<file path="src/rtl/fetch_unit.sv">
// fetch_unit: sequential instruction fetch for the lanzones core.
// Issues word reads on the RRdy/RAddr bus, buffers returned words with their
// byte pc in a small FIFO, and hands {pc, instruction} to decode. Redirects
// flush the buffer and discard any response still in flight.
//
// state   | meaning
// --------+------------------------------------------------------------
// S_IDLE  | after reset, waiting for start; no requests
// S_FETCH | request issued or in flight (or dropping a stale response)
// S_WAIT  | buffer full, nothing in flight; resumes on the next pop
// S_HALT  | fetching stopped until reset; buffer still drains to decode
module fetch_unit #(
    parameter logic [31:0] RESET_PC   = 32'h0000_0000,
    parameter int unsigned FIFO_DEPTH = 2
) (
    input  logic        clk,
    input  logic        rstn,
    input  logic        start,
    input  logic        halt,
    input  logic        redir_vld,
    input  logic [31:0] redir_pc,
    output logic        RRdy,
    output logic [31:0] RAddr,
    input  logic        RVld,
    input  logic [31:0] RData,
    output logic        inst_vld,
    input  logic        inst_rdy,
    output logic [31:0] inst_data,
    output logic [31:0] inst_pc
);
    localparam int unsigned PTR_W = (FIFO_DEPTH > 1) ? $clog2(FIFO_DEPTH) : 1;
    localparam int unsigned CNT_W = PTR_W + 1;
    localparam logic [CNT_W-1:0] FULL_CNT = CNT_W'(FIFO_DEPTH);

    typedef enum logic [1:0] {S_IDLE, S_FETCH, S_WAIT, S_HALT} state_t;

    state_t           state_q;
    logic [31:0]      pc_q, pc_d;
    logic [31:0]      raddr_q;
    logic             rrdy_q;
    logic             drop_q;
    logic             halt_pend_q;

    logic [31:0]      fifo_data_q [FIFO_DEPTH];
    logic [31:0]      fifo_pc_q   [FIFO_DEPTH];
    logic [PTR_W-1:0] rd_ptr_q, wr_ptr_q;
    logic [CNT_W-1:0] count_q, count_d;

    logic active, outstanding, still_out, redir, halt_now;
    logic push, pop, flush;

    // Per-cycle decisions: what the response, redirect and decode do to the buffer and pc.
    always_comb begin
        active      = (state_q == S_FETCH) || (state_q == S_WAIT);
        // rrdy_q high means memory has sampled (or is sampling) the request
        outstanding = rrdy_q || drop_q;
        still_out   = outstanding && !RVld;
        // once a halt is pending, the stream is frozen and redirects no longer apply
        redir       = active && redir_vld && !halt_pend_q;
        halt_now    = active && (halt || halt_pend_q);
        flush       = redir;
        push        = active && outstanding && RVld && !drop_q && !redir;
        pop         = inst_vld && inst_rdy && !flush;
        count_d     = flush ? '0 : (count_q + CNT_W'(push) - CNT_W'(pop));

        pc_d = pc_q;
        if ((state_q == S_IDLE) && start) begin
            pc_d = RESET_PC;
        end else if (redir) begin
            pc_d = redir_pc & 32'hFFFF_FFFC;
        end else if (push) begin
            pc_d = pc_q + 32'd4;
        end
    end

    // Fetch sequencer: request issue, stale-response drop and halt handling.
    always_ff @(posedge clk) begin
        if (!rstn) begin
            state_q     <= S_IDLE;
            pc_q        <= RESET_PC;
            raddr_q     <= '0;
            rrdy_q      <= 1'b0;
            drop_q      <= 1'b0;
            halt_pend_q <= 1'b0;
        end else begin
            pc_q <= pc_d;
            if ((state_q != S_IDLE) || start) begin
                raddr_q <= {2'b00, pc_d[31:2]};
            end
            case (state_q)
                S_IDLE: begin
                    if (start) begin
                        state_q <= S_FETCH;
                        rrdy_q  <= 1'b1;
                    end
                end
                S_FETCH, S_WAIT: begin
                    if (halt) begin
                        halt_pend_q <= 1'b1;
                    end
                    if (still_out) begin
                        // keep the bus request steady until the response shows up
                        state_q <= S_FETCH;
                        if (redir) begin
                            drop_q <= 1'b1;
                            rrdy_q <= 1'b0;
                        end
                    end else begin
                        drop_q <= 1'b0;
                        if (halt_now) begin
                            rrdy_q  <= 1'b0;
                            state_q <= S_HALT;
                        end else if (count_d < FULL_CNT) begin
                            rrdy_q  <= 1'b1;
                            state_q <= S_FETCH;
                        end else begin
                            rrdy_q  <= 1'b0;
                            state_q <= S_WAIT;
                        end
                    end
                end
                S_HALT: begin
                    rrdy_q <= 1'b0;
                end
                default: begin
                    state_q <= S_IDLE;
                    rrdy_q  <= 1'b0;
                end
            endcase
        end
    end

    // Instruction buffer: pointers wrap naturally because the depth is a power of two.
    always_ff @(posedge clk) begin
        if (!rstn) begin
            rd_ptr_q <= '0;
            wr_ptr_q <= '0;
            count_q  <= '0;
            for (int i = 0; i < int'(FIFO_DEPTH); i++) begin
                fifo_data_q[i] <= '0;
                fifo_pc_q[i]   <= '0;
            end
        end else begin
            count_q <= count_d;
            if (flush) begin
                rd_ptr_q <= '0;
                wr_ptr_q <= '0;
            end else begin
                if (push) begin
                    fifo_data_q[wr_ptr_q] <= RData;
                    fifo_pc_q[wr_ptr_q]   <= pc_q;
                    wr_ptr_q              <= wr_ptr_q + PTR_W'(1);
                end
                if (pop) begin
                    rd_ptr_q <= rd_ptr_q + PTR_W'(1);
                end
            end
        end
    end

    assign RRdy      = rrdy_q;
    assign RAddr     = raddr_q;
    assign inst_vld  = (count_q != '0);
    assign inst_data = fifo_data_q[rd_ptr_q];
    assign inst_pc   = fifo_pc_q[rd_ptr_q];

endmodule

</file>
<file path="config.mk">
export PLATFORM = sky130hd
export DESIGN_NAME = fetch_unit
export DESIGN_NICKNAME = d
export VERILOG_FILES = /design/src/rtl/fetch_unit.sv
export SDC_FILE = /design/constraint.sdc
export NUM_CORES = 1
export LEC_CHECK = 0
export BUFFER_PORTS_ARGS = -buffer_cell sky130_fd_sc_hd__buf_2
export CAP_MARGIN = 20
export CELL_PAD_IN_SITES_DETAIL_PLACEMENT = 1
export CELL_PAD_IN_SITES_GLOBAL_PLACEMENT = 2
export CORE_MARGIN = 8
export CORE_UTILIZATION = 39
export DETAILED_ROUTE_END_ITERATION = 8
export PLACE_DENSITY = 0.85
export REMOVE_ABC_BUFFERS = 1
export SLEW_MARGIN = 20
export SYNTH_ARGS = -nofsm -noshare
export SYNTH_HDL_FRONTEND = slang
export SYNTH_SLANG_ARGS = --single-unit
</file>
<file path="constraint.sdc">
create_clock -name clk -period 12 [get_ports clk]
set_clock_uncertainty 0.1 [all_clocks]
set_input_delay 0 -clock clk [delete_from_list [all_inputs] [get_ports clk]]
set_output_delay 0 -clock clk [all_outputs]
set_load 0.01 [all_outputs]
</file>
==> results.json, run 1 <==
{
  "status": "finished, final reports clean",
  "synth_top_cell_area_share_pct": 42.1,
  "grt_overflow_total": 0,
  "cts.sinks": 194,
  "dp_hpwl_um": 16200,
  "dr.first_iter.drc_count": 421,
  "final-seq-area_mm2": 0.00513,
  "fill_cells": 2431,
  "ys_async_sr_fraction_pct": 0,
  "cp_cell_sequence": "inv_1 > ha_1 > and4b_1 > nand2_1 > ha_1 > inv_1 > ha_1 > xnor3_1 > nor2_1 > o22ai_1 > nand3b_1 > a21oi_1",
  "required_ps": 12200,
  "route.detailed.drc": 0,
  "p_per_area_mw_per_mm2": 141,
  "fmax_mhz": 297,
  "post-route-util_pct": 49.7,
  "synth_area_mm2": 0.00884,
  "power.static_leakage_nw": 4.38,
  "core_area_mm2": 0.0224,
  "hold_path.class": "input pin to flop",
  "die_area_mm2": 0.0278,
  "start_kind": "flop",
  "netlist_top_cells_area": "edfxtp_1 42%, dfxtp_1 16%, and2_1 8.2%",
  "drive_above_1_share_pct": 29.1,
  "io_pins": 169,
  "grt_pass1_vias": 7026,
  "ir_drop_v": 0.0000819,
  "vias_per_cell": 5.19,
  "area_delta_synth_final_pct": 26.1,
  "routedWlPerCell_um": 19.0,
  "post_cts_buffers": 0,
  "min_period_ps": 3360,
  "synthDistinctLibCells": 63,
  "worstMarginPinSlew_ps": 1010,
  "cts_buffers": 17,
  "place.gp.congestion": 0.764,
  "maxCapViolCount": 0,
  "cts_tree": "done",
  "vias": 6570,
  "end_kind": "flop",
  "crit_fanout": 10,
  "h-tree-depth": 4,
  "syn_inst": 762,
  "die_h_um": 167,
  "grt.total_usage_pct": 17.3,
  "ys_warn_count": 0,
  "ant_nets": 0,
  "cp_top_family": "simple AND/OR/NAND/NOR gates",
  "drtPass1Iterations": 4,
  "path_buf_inv": 2,
  "drt-total-wl_um": 24100,
  "die_w_um": 167,
  "clk_latency_ps": 420,
  "ys_ff_latch": 194,
  "fin_crit_sh_pct": 28.0,
  "maxSlewViolCount": 0,
  "avgSynthCellArea_um2": 11.6,
  "crit_type": "flop to flop",
  "grt_max_degree": 63,
  "ys_seq_area_share_pct": 57.9,
  "crit_path_top_delay_cell": "and4b_1",
  "start_util_pct": 39.4,
  "setup_viol": 0,
  "std_cell_rows": 55,
  "num_antenna_cells": 0,
  "synth_common_cells": "124 x edfxtp_1, 116 x and2_1, 70 x dfxtp_1",
  "cp_common_cell": "ha_1",
  "slew-limit-headroom_pct": 32.9,
  "dominantRegCellSynth": "edfxtp_1",
  "setup-tns-final_ps": 0,
  "grt_pass1_wl_um": 38700,
  "ctsRootBufferMaster": "clkbuf_16",
  "multi_input_area_mm2": 0.00347,
  "clock_path_buffers": 2,
  "regToRegSetupSlack_ps": 8640,
  "synth_most_common_cell": "edfxtp_1",
  "synth.largest_area_cell": "edfxtp_1",
  "cts_resized": 0,
  "hold_viol": 0,
  "io_buffers": 162,
  "worstPathArrival_ps": 3560,
  "antenna_found_initial": 0,
  "path_clk_slew_ps": 70,
  "synth_edf_count": 124,
  "fin_nets": 1045,
  "critPathMaxStageDelay_ps": 530,
  "rsz0062_at_grt": "no"
}
[metal layers]
| metal | wire (um) | track usage (%) |
|---|---|---|
| met5 | 0 | 0 |
| met4 | 197 | 4.66 |
| met3 | 1060 | 2.96 |
| met2 | 11600 | 29.2 |
| met1 | 11200 | 22.7 |
[stage by stage]
stage               worst slack (ps)  instance area (um^2)  hold slack, ps  power, mW  cells
finish                          8640                 11200             253       1.58   1267
global route                    8380                 11200             270       1.64   1267
CTS                             8610                 11200             231       1.59   1267
detailed placement              8630                  9870             158      0.988   1167
global placement                8690                  9870             144      0.981   1167
floorplan                       5240                  8590            16.1      0.899    710
[final timing paths]
| path | start | endpoint | depth (start not counted) |
|---|---|---|---|
| max reg2reg | state_q[1] | RRdy | 12 |
| min | halt | halt_pend_q | 4 |
| max | state_q[1] | RRdy | 12 |
| min reg2reg | RAddr[12] | RAddr[12] | 2 |
[sequential cells by signal, summed over array words and instances, names as in the netlist, named ones only]
name / flops
RRdy: 1
drop_q: 1
halt_pend_q: 1
RAddr: 30
count_q: 2
fifo_data_q: 64
rd_ptr_q: 1
wr_ptr_q: 1
state_q: 2
fifo_pc_q: 60
pc_q: 30
[cells in the final DEF, fill, tap and decap left out, types with 5 or more instances in the layout]
| cell | instances |
|---|---|
| a211oi_1 | 5 |
| a21oi_1 | 26 |
| a22oi_1 | 8 |
| and2_1 | 116 |
| buf_2 | 162 |
| buf_4 | 10 |
| clkbuf_16 | 17 |
| dfxtp_1 | 69 |
| dlygate4sd3_1 | 68 |
| edfxtp_1 | 124 |
| ha_1 | 5 |
| inv_1 | 9 |
| mux2_2 | 62 |
| mux2i_1 | 6 |
| nand2_1 | 31 |
| nand2b_1 | 6 |
| nand3_1 | 16 |
| nand4_1 | 12 |
| nor2_1 | 49 |
| nor3_1 | 26 |
| nor4_1 | 15 |
| nor4_2 | 5 |
| o21ai_0 | 26 |
| o22ai_1 | 9 |
| o31ai_1 | 5 |
| xnor2_1 | 13 |
[final cells by class]
class                           count  share of cell area, %
Clock buffer                       19                   3.88
Tap cell                          285                   3.20
Clock inverter                     13                   1.55
Inverter                            9                  0.303
Timing Repair Buffer              240                   14.0
Multi-Input combinational cell    507                   31.1
Sequential cell                   194                   46.0
[worst min-delay path, cell delays in order]
cell	delay, ps
dlygate4sd3_1	510
buf_2	110
a21oi_1	50
nor2_1	70
[power breakdown]
group | switching, mW | leakage [nW] | internal [mW]
combinational | 0.125 | 2.24 | 0.0937
sequential | 0.0249 | 1.85 | 0.744
clock | 0.255 | 0.283 | 0.332
[kinds of logic (layout without fill, tap and decap cells)]
family | count (synthesis) | count (layout) | synth area share [%]
AND/OR/NAND/NOR | 304 | 304 | 19.6
flip-flops | 194 | 194 | 57.9
AO/OA/AOI/OAI | 108 | 108 | 7.78
multiplexers | 68 | 68 | 8.57
buffers and inverters | 64 | 281 | 3.42
XOR/XNOR | 18 | 18 | 1.94
adder cells (fa/ha/maj) | 5 | 5 | 0.707
other | 1 | 4 | 0.0424
[timing repair]
item                                   in CTS  in global routing
hold buffers                               68                  0
setup endpoints to repair                   0                  0
endpoints found under the hold margin     127                  0
No activity file was read; power rests on OpenSTA's default activity.
==> run 2: changes to the inputs <==
ABC_AREA = 1   (was default)
CORE_UTILIZATION = 31   (was 39)
PLACE_DENSITY = 0.76   (was 0.85)
clock period = 3.05 ns   (was 12 ns; I/O delays follow)
==> run 2 against run 1 <==
  * Cell area is 0.84% higher
  * Total power grew to 4.1 times the previous value
  * Worst hold slack worse by 240 ps
  * Via count is 4.4% higher
  * Sequential share of layout area is 0.38 points lower
  * Register-to-register slack worse by 8400 ps
  * Core utilization is 9.2 points lower
==> results.json, run 2 <==
{
  "status": "finished, final reports clean",
  "grt_pass1_wl_um": 39700,
  "fin_crit_sh_pct": 90.8,
  "setup_viol": 0,
  "reg2reg_from": "state_q[0]",
  "netlist_top_cells_area": "edfxtp_1 42%, dfxtp_1 16%, nor2_1 9.9%",
  "min_period_ps": 2770,
  "wl_met3_um": 1020,
  "num_antenna_cells": 0,
  "power.static_leakage_nw": 4.66,
  "critPathMaxStageDelay_ps": 580,
  "largest_register": "fifo_data_q",
  "dr.first_iter.drc_count": 285,
  "rsz0062_at_grt": "no",
  "crit_type": "flop to flop",
  "worstReg2RegEnd": "pc_q[15]",
  "maxSlewViolCount": 0,
  "cts_buffers": 17,
  "antenna_found_initial": 0,
  "pre_cts_ws_ps": 299,
  "ys_async_sr_fraction_pct": 0,
  "grt_max_degree": 63,
  "ant_nets": 0,
  "die_w_um": 184,
  "maxCapViolCount": 0,
  "hold_end": "pc_q[19]",
  "ys_ff_latch": 194,
  "final_common_cell": "nor2_1",
  "vias_per_cell": 4.54,
  "fin_hold_ws_ps": 13.6,
  "m1WireLength_um": 11700,
  "synth_top_cell_area_share_pct": 42.5,
  "synth_area_mm2": 0.00877,
  "ctsRootBufferMaster": "clkbuf_16",
  "wl_met2_um": 11900,
  "internal_power_mw": 4.68,
  "stdcell_count": 1510,
  "regToRegSetupSlack_ps": 280,
  "hold_path_depth": 5,
  "ys_seq_area_share_pct": 58.5,
  "layout_common_cells": "231 x nor2_1, 162 x buf_2, 124 x edfxtp_1",
  "die_area_mm2": 0.0339,
  "h-tree-depth": 4,
  "std_cell_rows": 61,
  "syn_inst": 902,
  "cp_cell_sequence": "inv_1 > ha_1 > nand3_2 > buf_4 > nand3_1 > o211ai_1 > dlygate4sd3_1 > nor2_1",
  "cts_resized": 0,
  "post-route-util_pct": 40.5,
  "synth_edf_count": 124,
  "hold_viol": 0,
  "largest_reg_flops": 64,
  "ir_drop_v": 0.000324,
  "synth_common_cells": "231 x nor2_1, 124 x edfxtp_1, 90 x inv_1",
  "start_kind": "flop",
  "switching_share_pct": 27.0,
  "cts_tree": "done",
  "highest_layer": "met4",
  "r2r_cells": 8,
  "route.detailed.drc": 0,
  "die_h_um": 184,
  "avgSynthCellArea_um2": 9.72,
  "io_pins": 169,
  "io_buffers": 162,
  "vias": 6857,
  "grt_pass1_vias": 7433,
  "grt_overflow_total": 0,
  "fill_cells": 3221,
  "crit_path_top_delay_cell": "buf_4",
  "hold_path.class": "input pin to flop",
  "power_frac_seq_pct": 47.7,
  "dp_hpwl_um": 16800,
  "core_area_mm2": 0.0278,
  "path_clk_slew_ps": 80,
  "p_per_area_mw_per_mm2": 570,
  "pwr-share-clk_pct": 36.4,
  "synth.largest_area_cell": "edfxtp_1",
  "layout_setup_ws_ps": 280,
  "crit_fanout": 56,
  "drive_above_1_share_pct": 25.5,
  "area_delta_synth_final_pct": 28.3,
  "slew-limit-headroom_pct": 42.3,
  "drt-total-wl_um": 24900,
  "fin_nets": 1195,
  "drtPass1Iterations": 4,
  "worstPathArrival_ps": 2980,
  "synth_most_common_cell": "nor2_1",
  "comb_power_share_pct": 15.9,
  "hold_start": "start",
  "fmax_mhz": 361,
  "required_ps": 3260,
  "worstMarginPinSlew_ps": 864,
  "grt.total_usage_pct": 14.8,
  "power_switching_mw": 1.73,
  "place.gp.congestion": 0.785,
  "routedWlPerCell_um": 16.5,
  "end_kind": "flop",
  "clk_latency_ps": 430,
  "place_inst": 1410,
  "power.total_mw": 6.42,
  "dominantRegCellSynth": "edfxtp_1",
  "synthDistinctLibCells": 41,
  "ys_warn_count": 0,
  "largest_registers": "fifo_data_q (64), fifo_pc_q (60)",
  "cts.sinks": 194,
  "start_util_pct": 31.6,
  "clock_path_buffers": 2
}
run 2: cell count changes in the layout (fill, tap and decap cells not counted), moves of 20 or more:
cell / previous run / this run
and2_1: 116 / 0
nand3_1: 16 / 41
nor3_1: 26 / 6
nor2_1: 49 / 231
inv_1: 9 / 90
nand2_1: 31 / 82
run 2: logic make-up after synthesis:
| logic type | Yosys count | synth area share [%] |
|---|---|---|
| compound gates | 99 | 6.15 |
| fa+ha+maj | 5 | 0.714 |
| mux | 62 | 7.96 |
| flops | 194 | 58.5 |
| xor+xnor | 5 | 0.499 |
| buf+inv | 140 | 7.01 |
| other cells | 1 | 0.0428 |
| simple gates | 396 | 19.2 |
run 2: how the worst max path moves through the flow:
stage / slack [ps] / startpoint / end
2_1_floorplan: -2180 / state_q[0] / fifo_data_q[1][0]
3_3_place_gp: 350 / state_q[0] / state_q[1]
3_5_place_dp: 300 / state_q[0] / state_q[1]
4_1_cts: 240 / state_q[0] / pc_q[15]
5_1_grt: 70 / state_q[0] / state_q[1]
6_report: 280 / state_q[0] / pc_q[15]
run 2: per-layer routing:
| layer | up-vias | global-route usage, % |
|---|---|---|
| li1 | 3418 | - |
| met1 | 3294 | 18.9 |
| met2 | 129 | 25.2 |
| met3 | 16 | 3.01 |
| met4 | 0 | 3.97 |
| met5 | - | 0 |
run 2: per-stage QoR:
stage,cell area [um^2],setup TNS [ps]
2_1_floorplan,8510,-345750
3_3_place_gp,9960,0
3_5_place_dp,9960,0
4_1_cts,11200,0
5_1_grt,11200,0
6_report,11200,0
run 2: area by class of cell:
type                            instances  area (um^2)  area share, %
Sequential cell                       194         5130           45.6
Multi-Input combinational cell        571         3050           27.1
Clock inverter                         14          179           1.59
Timing Repair Buffer                  242         1640           14.6
Clock buffer                           18          429           3.81
Inverter                               93          349           3.10
Tap cell                              378          473           4.20
run 2: worst max-delay path, delay by kind of cell (launching register included):
family / cells / cell delay, ps
simple gates: 3 / 450
fa+ha+maj: 1 / 400
flops: 1 / 360
compound gates: 1 / 130
buf+inv: 3 / 1210
run 2: power by group through the flow:
stage	Clock (mW)	Combinational, mW	Sequential (mW)
2_1_floorplan	0	0.535	3.13
3_3_place_gp	0	0.963	3.12
3_5_place_dp	0	0.970	3.12
4_1_cts	2.41	1.05	3.06
5_1_grt	2.52	1.14	3.08
6_report	2.34	1.02	3.06
run 2: repair_timing:
item | CTS | global route
setup buffers | 0 | 0
hold buffers | 68 | 0
hold endpoints to repair | 131 | 0
==> run 3: changes to the inputs <==
CELL_PAD_IN_SITES_GLOBAL_PLACEMENT = 1   (was 2)
CORE_UTILIZATION = 40   (was 31)
CTS_BUF_LIST = sky130_fd_sc_hd__clkbuf_8   (was default)
PLACE_DENSITY = 0.79   (was 0.76)
==> run 3 against run 2 <==
  * First-iteration DRC count rose by 9.1%
  * Sequential share of layout area is 1.3 points higher
  * Register-to-register slack hardly changed
  * Clock-buffer cell count decreased by 1
  * Core utilization grew 10 points
  * Setup slack got worse by 6.0 ps
  * Fmax decreased by 0.22%
  * Global-route usage grew 3.2 points
  * Critical path depth is 3 higher
  * Via count rose by 2.2%
  * Worst hold slack improved by 68 ps
  * Critical path type unchanged
  * Critical endpoint is now RAddr[12]
==> results.json, run 3 (synthesis gave the netlist of run 2 again) <==
{
  "placed_cell_area_mm2": 0.00981,
  "fmax_mhz": 360,
  "post-route-util_pct": 50.5,
  "hold_path_depth": 5,
  "layout_common_cells": "231 x nor2_1, 162 x buf_2, 124 x edfxtp_1",
  "power.static_leakage_nw": 4.57,
  "r2r_cells": 11,
  "drt-total-wl_um": 24300,
  "vias_per_cell": 4.94,
  "maxSlewViolCount": 0,
  "antenna_found_initial": 0,
  "ir_drop_v": 0.000247,
  "h-tree-depth": 4,
  "grt_overflow_total": 0,
  "grt.met3_usage_pct": 3.71,
  "drive_above_1_share_pct": 25.5,
  "hold_path.class": "input pin to flop",
  "stdcell_count": 1418,
  "start_kind": "flop",
  "std_cell_rows": 54,
  "p_per_area_mw_per_mm2": 529,
  "end_kind": "flop",
  "design_area_mm2": 0.0109,
  "drtPass1Iterations": 5,
  "slew-limit-headroom_pct": 47.8,
  "die_w_um": 164,
  "fin_crit_sh_pct": 91.0,
  "crit_type": "flop to flop",
  "clock_path_buffers": 2,
  "vias": 7006,
  "worstMarginPinSlew_ps": 783,
  "worstPathArrival_ps": 3020,
  "cts_tree": "done",
  "grtUsageMet1_pct": 22.2,
  "grt.total_usage_pct": 18.1,
  "place.gp.congestion": 0.864,
  "path_clk_slew_ps": 110,
  "place_inst": 1312,
  "ant_nets": 0,
  "start_util_pct": 40.4,
  "grt_busiest_layer": "met2",
  "dp_hpwl_um": 15800,
  "largest_register": "fifo_data_q",
  "area_delta_synth_final_pct": 24.9,
  "dr.first_iter.drc_count": 311,
  "crit_fanout": 10,
  "routedWlPerCell_um": 17.1,
  "fin_nets": 1201,
  "post_cts_buffers": 0,
  "grt_util_met2_pct": 31.4,
  "final_common_cell": "nor2_1",
  "core_area_mm2": 0.0217,
  "cts.sinks": 194,
  "grt_max_degree": 63,
  "setup_viol": 0,
  "clk_latency_ps": 470,
  "maxCapViolCount": 0,
  "min_period_ps": 2780,
  "io_pins": 169,
  "die_area_mm2": 0.0269,
  "die_h_um": 164,
  "power.total_mw": 5.79,
  "largest_registers": "fifo_data_q (64), fifo_pc_q (60)",
  "grt_pass1_vias": 7397,
  "ctsRootBufferMaster": "clkbuf_8",
  "rsz0062_at_grt": "no",
  "status": "finished, final reports clean",
  "grt_pass1_wl_um": 38200,
  "io_buffers": 162,
  "route.detailed.drc": 0,
  "cts_buffers": 17,
  "required_ps": 3290,
  "largest_reg_flops": 64,
  "num_antenna_cells": 0,
  "hold_viol": 0
}
-- run 3: changes by cell type in the layout (fill, tap and decap cells not counted), sizes merged --
cell	previous run	this run
bufinv	3	2
clkbuf	18	17
clkinv	5	8
clkinvlp	3	2
dlygate4sd3	68	74
-- run 3: stage by stage --
stage	hold slack, ps	setup slack (ps)	setup TNS, ps
floorplan	38.4	-2180	-345750
global placement	186	499	0
detailed placement	198	418	0
CTS	56.0	250	0
global route	135	42.9	0
finish	81.9	274	0
-- run 3: area by class of cell --
type,count,area (um^2)
clock buffers,17,234
well taps,280,350
repair buffers,248,1680
multi-input cells,571,3050
clock inverters,15,158
fillers,2479,10700
inverters,93,349
flip-flops and latches,194,5130
-- run 3: timing repair --
action,4_1_cts,5_1_grt
hold buffers,74,0
setup endpoints to repair,0,1
endpoints found under the hold margin,133,0
resized for setup,0,1
-- run 3: worst max-delay path: stages (launching register included) --
cell           delay, ps
dfxtp_1              370
inv_1                 60
ha_2                 390
nand2_2               90
nor2_4               140
buf_4                210
inv_1                150
o21ai_0              180
nand3_1              120
o211ai_1             130
dlygate4sd3_1        620
a21oi_1               80
-- run 3: final timing paths --
check / to / slack, ps / from
hold reg to reg: rd_ptr_q / 410 / rd_ptr_q
setup / recovery: RAddr[12] / 270 / state_q[0]
hold / removal: pc_q[11] / 80 / redir_vld
setup reg to reg: RAddr[12] / 270 / state_q[0]
-- run 3: layer usage --
layer	share of wire, %	up-vias
li1	-	3432
met3	4.8	21
met4	1.5	0
met5	0	-
met1	44	3391
met2	50	162
-- run 3: power breakdown --
group / total (mW) / internal [mW] / leakage (nW) / switching [mW]
logic: 1.04 / 0.435 / 2.52 / 0.603
registers: 3.06 / 2.95 / 1.85 / 0.107
clock network: 1.69 / 0.737 / 0.194 / 0.955
